### src/rtl/gate_exerciser_pkg.sv
// Shared types and widths for the gate-block self-test initiator.
package gate_exerciser_pkg;

  localparam int VEC_W   = 6;
  localparam int OBS_W   = 3;
  localparam int NUM_VEC = 64;
  localparam int CNT_W   = 4;
  localparam int ERR_W   = 7;

  typedef enum logic [1:0] {
    IDLE,
    SETTLE,
    COMPARE,
    DONE
  } state_t;

endpackage

### src/rtl/gate_ref_model.sv
// Golden model of the 3-gate block: AND on v[1:0], XOR on v[5:4], OR on v[3:2].
module gate_ref_model
  import gate_exerciser_pkg::*;
(
  input  logic [VEC_W-1:0] v,
  output logic [OBS_W-1:0] exp
);

  assign exp[0] = v[0] & v[1];
  assign exp[1] = v[4] ^ v[5];
  assign exp[2] = v[2] | v[3];

endmodule

### src/rtl/gate_exerciser.sv
// Sweeps all 64 stimulus vectors into the gate block, waits SETTLE_CYCLES per
// vector, and scores the sampled outputs against the golden model.
//
// state   | meaning
// IDLE    | results held, waiting for start
// SETTLE  | vector applied, settle down-counter running
// COMPARE | sense sampled and scored against the golden model
// DONE    | sweep finished; done pulse and pass issued on exit
module gate_exerciser
  import gate_exerciser_pkg::*;
#(
  parameter int SETTLE_CYCLES = 2
) (
  input  logic             clk,
  input  logic             rst,
  input  logic             start,
  input  logic             abort,
  output logic [VEC_W-1:0] drive,
  input  logic [OBS_W-1:0] sense,
  output logic             busy,
  output logic             done,
  output logic             pass,
  output logic [ERR_W-1:0] err_count,
  output logic [VEC_W-1:0] first_fail_vec,
  output logic [OBS_W-1:0] first_fail_obs
);

  localparam logic [CNT_W-1:0] CNT_LOAD = CNT_W'(SETTLE_CYCLES - 1);

  state_t           state;
  state_t           state_nxt;
  logic [CNT_W-1:0] cnt;
  logic [OBS_W-1:0] exp_obs;
  logic             mismatch;
  logic             last_vec;
  logic             cnt_zero;

  gate_ref_model u_ref (
    .v   (drive),
    .exp (exp_obs)
  );

  assign mismatch = (sense != exp_obs);
  assign last_vec = (drive == VEC_W'(NUM_VEC - 1));
  assign cnt_zero = (cnt == '0);

  always_ff @(posedge clk or posedge rst) begin
    if (rst) begin
      state <= IDLE;
    end else begin
      state <= state_nxt;
    end
  end

  always_comb begin
    state_nxt = state;
    case (state)
      IDLE: begin
        if (start && !abort) begin
          state_nxt = SETTLE;
        end
      end
      SETTLE: begin
        if (abort) begin
          state_nxt = IDLE;
        end else if (cnt_zero) begin
          state_nxt = COMPARE;
        end
      end
      COMPARE: begin
        if (abort) begin
          state_nxt = IDLE;
        end else if (last_vec) begin
          state_nxt = DONE;
        end else begin
          state_nxt = SETTLE;
        end
      end
      DONE: begin
        state_nxt = IDLE;
      end
      default: begin
        state_nxt = IDLE;
      end
    endcase
  end

  // Abort drops the sweep but leaves the partial error record readable.
  always_ff @(posedge clk or posedge rst) begin
    if (rst) begin
      drive          <= '0;
      cnt            <= '0;
      busy           <= 1'b0;
      done           <= 1'b0;
      pass           <= 1'b0;
      err_count      <= '0;
      first_fail_vec <= '0;
      first_fail_obs <= '0;
    end else begin
      done <= 1'b0;
      case (state)
        IDLE: begin
          if (start && !abort) begin
            drive          <= '0;
            cnt            <= CNT_LOAD;
            busy           <= 1'b1;
            pass           <= 1'b0;
            err_count      <= '0;
            first_fail_vec <= '0;
            first_fail_obs <= '0;
          end
        end
        SETTLE: begin
          if (abort) begin
            drive <= '0;
            busy  <= 1'b0;
            pass  <= 1'b0;
          end else if (!cnt_zero) begin
            cnt <= cnt - CNT_W'(1);
          end
        end
        COMPARE: begin
          if (abort) begin
            drive <= '0;
            busy  <= 1'b0;
            pass  <= 1'b0;
          end else begin
            if (mismatch) begin
              err_count <= err_count + ERR_W'(1);
              if (err_count == '0) begin
                first_fail_vec <= drive;
                first_fail_obs <= sense;
              end
            end
            if (!last_vec) begin
              drive <= drive + VEC_W'(1);
              cnt   <= CNT_LOAD;
            end
          end
        end
        DONE: begin
          done  <= 1'b1;
          busy  <= 1'b0;
          pass  <= (err_count == '0);
          drive <= '0;
        end
        default: begin
          busy <= 1'b0;
        end
      endcase
    end
  end

endmodule

### config.mk
export PLATFORM = sky130hd
export DESIGN_NAME = gate_exerciser
export DESIGN_NICKNAME = d
export VERILOG_FILES = /design/src/rtl/gate_exerciser_pkg.sv /design/src/rtl/gate_ref_model.sv /design/src/rtl/gate_exerciser.sv
export SDC_FILE = /design/constraint.sdc
export NUM_CORES = 1
export LEC_CHECK = 0
export BUFFER_PORTS_ARGS = -buffer_cell sky130_fd_sc_hd__buf_2
export CAP_MARGIN = 5
export CORE_UTILIZATION = 59
export DETAILED_ROUTE_END_ITERATION = 7
export PLACE_DENSITY = 0.9
export SYNTH_ARGS = -nofsm -noshare
export SYNTH_HDL_FRONTEND = slang
export SYNTH_HIERARCHICAL = 1
export SYNTH_SLANG_ARGS = --single-unit
### constraint.sdc
create_clock -name clk -period 4.1 [get_ports clk]
set_input_delay 0.41 -clock clk [delete_from_list [all_inputs] [get_ports clk]]
set_output_delay 0.41 -clock clk [all_outputs]
set_load 0.01 [all_outputs]
==> results.sh <==
export IMPL_status="complete, but fails checks"
export IMPL_violations="DRC"
export IMPL_synthCells=189
export IMPL_setup_violations=0
export IMPL_synth_simple_area_share_pct=21.4
export IMPL_htreeDepth=2
export IMPL_syn_nets=204
export IMPL_synth_compound_area_share_pct=20.5
export IMPL_finalCritPeriodShare_pct=49.8
export IMPL_hold_viol=0
export IMPL_post_route_min_period_ns=2.04
export IMPL_cp_startpoint="state[0]$_DFFE_PP0P_"
export IMPL_cp_endpoint="first_fail_vec[2]$_DFFE_PP0P_"
export IMPL_io_pins=32
export IMPL_grt_max_degree=32
export IMPL_numCtsBuffers=5
export IMPL_drv_cap=0
export IMPL_worst_r2r_endpoint="first_fail_vec[2]$_DFFE_PP0P_"
export IMPL_yosysSeqAreaShare_pct=43.2
export IMPL_layout_drive_gt1_share_pct=18.6
export IMPL_timing_rr_start="state[0]$_DFFE_PP0P_"
export IMPL_avgRoutedWirePerCell_um=14.7
export IMPL_startpoint_type="register"
export IMPL_place_congestion=0.859
export IMPL_yosysTopAreaCellShare_pct=43.2
export IMPL_cts_sinks=31
export IMPL_ys_ff_latch=31
export IMPL_die_x_um=57.2
export IMPL_placed_cell_area_sq_um=1950
export IMPL_area_delta_synth_final_pct=11.6
export IMPL_cts_root_buf="clkbuf_4"
export IMPL_synthesis_area_sq_um=1800
export IMPL_totalWireLength_um=3700
export IMPL_first_pass_iters=7
export IMPL_grt_pass1_vias=1487
export IMPL_worstMarginPinSlew_ns=0.462
export IMPL_mostFrequentLayoutCells="dfrtp_1, buf_2, nand2_1"
export IMPL_path_class="reg2reg"
export IMPL_synthAdderAreaFrac_pct=5.57
export IMPL_die_area_sq_um=3270
export IMPL_drv_slew=0
export IMPL_routed_via_density=6.17
export IMPL_grt_antenna_before_repair=0
export IMPL_crit_path_end_kind="register"
export IMPL_synth_top_family_by_area="simple AND/OR/NAND/NOR gates"
export IMPL_drc_errors=3
export IMPL_num_antenna_cells=0
export IMPL_placementRows=19
export IMPL_path_clk_slew_ns=0.09
export IMPL_port_buffers=31
export IMPL_async_flop_share_pct=100
export IMPL_clock_latency_ns=0.34
export IMPL_synth_edf_count=0
export IMPL_synth_xor_xnor_area_share_pct=1.95
export IMPL_critPathMaxFanout=14
export IMPL_grt_overflow_total=0
export IMPL_slew_headroom_pct=69.2
export IMPL_yosys_area_top_type="dfrtp_1"
export IMPL_dp_cells=244
export IMPL_finalNonFillerCells=251
export IMPL_powerDensity_nw_per_um2=458
export IMPL_dr_total_vias=1548
export IMPL_final_setup_tns_ns=0
export IMPL_p_leak_nw=1.00
export IMPL_grt_pass1_wl_um=6530
export IMPL_cts_hold_buf=0
export IMPL_synth_ff_type="dfrtp_1"
export IMPL_post_cts_resized=0
export IMPL_hold_class="in2async"
export IMPL_r2r_slack_ns=2.06
export IMPL_peakVddDrop_v=0.000289
export IMPL_drtIter0Drc=64
export IMPL_synth_area_mux_share_pct=1.67
export IMPL_die_h_um=57.2
export IMPL_synth_distinct_cells=43
export IMPL_grt_use_total_pct=26.6
export IMPL_fmax_ghz=0.490
export IMPL_detail_route_antenna_nets=0
export IMPL_critical_path_required_ns=4.37
export IMPL_syn_area_per_cell_sq_um=9.50
export IMPL_design_area_sq_um=2000
export IMPL_core_area_sq_um=2830
export IMPL_r2r_cells=6
export IMPL_start_util_pct=63.5
export IMPL_rsz0062_at_grt="no"
export IMPL_fin_nets=235
export IMPL_cts_setup_buffers=0
export IMPL_clock_path_buffers=2
export IMPL_finClkSkew_ns=0.00431
export IMPL_ys_warn_count=6
export IMPL_hpwlAfterDp_um=2680
export IMPL_cts_tree="built"
export IMPL_arrival_ns=2.31
export IMPL_synthTopCellsByArea="dfrtp_1, ha_1, o2bb2ai_1"
==> worst max-delay path: stages (launching register included) <==
cell	delay, ns
dfrtp_1	0.42
inv_1	0.11
ha_1	0.40
and2b_1	0.30
and2_1	0.22
and3_1	0.37
o2bb2ai_1	0.16
==> kinds of logic after synthesis <==
kind of cell,Yosys count
multiplexers,3
adder cells (fa/ha/maj),8
AND/OR/NAND/NOR,72
XOR/XNOR,4
AO/OA/AOI/OAI,49
flip-flops,31
buffers and inverters,22
==> state kept, by name (all words and copies together), names as in the netlist <==
signal          count
busy                1
cnt                 4
pass                1
err_count           7
first_fail_obs      3
drive               6
state               2
first_fail_vec      6
done                1
==> how the worst min path moves through the flow <==
stage	from	slack, ns	end
2_1_floorplan	cnt[1]$_DFFE_PP0P_	0.50	cnt[1]$_DFFE_PP0P_
3_3_place_gp	pass$_DFFE_PP0P_	0.49	pass$_DFFE_PP0P_
3_5_place_dp	pass$_DFFE_PP0P_	0.50	pass$_DFFE_PP0P_
4_1_cts	rst	0.13	err_count[2]$_DFFE_PP0P_
5_1_grt	rst	0.17	cnt[2]$_DFFE_PP0P_
6_report	rst	0.13	done$_DFF_PP0_
==> synthesized netlist by cell type (all sizes together), types with 3 or more instances <==
| cell | instances |
|---|---|
| dfrtp | 31 |
| nand2 | 20 |
| inv | 14 |
| o21ai | 11 |
| nand3 | 10 |
| o2bb2ai | 10 |
| ha | 8 |
| a21o | 6 |
| and2 | 5 |
| buf | 5 |
| nand4 | 5 |
| nor4 | 5 |
| o31ai | 5 |
| and3 | 4 |
| nand2b | 4 |
| nor3 | 4 |
| clkbuf | 3 |
| mux2i | 3 |
| nor2b | 3 |
| nor3b | 3 |
| or2 | 3 |
| xnor2 | 3 |
==> routing by layer <==
metal	GRT usage, %	up-vias	wire length (um)
met1	32.9	744	1670
met4	16.4	0	102
met5	0	-	0
li1	-	750	-
met2	42.9	44	1780
met3	5.44	10	154
==> per-stage QoR <==
stage	util (%)	power [W]	worst slack (ns)	hold slack, ns
final	70.8	0.000918	2.06	0.126
after CTS	70.8	0.000924	2.07	0.125
after detailed placement	68.8	0.000739	2.09	0.498
after global placement	68.8	0.000724	2.20	0.487
after global routing	70.8	0.000984	1.87	0.167
after floorplan	-	0.000666	2.38	0.501
==> where the power goes <==
part	internal, W	switching, W	leakage (nW)
Clock	0.0000792	0.000103	0.0341
Combinational	0.000141	0.000217	0.545
Sequential	0.000345	0.0000323	0.424
==> cell type report <==
type	instances	area (sq um)
fill	228	826
clock inverter	1	5.00
tap	31	38.8
clock buffer	6	51.3
sequential	31	776
inverter	14	52.6
timing repair buffer	32	163
multi-input combinational	136	917
(Power assumes the default switching activity.)
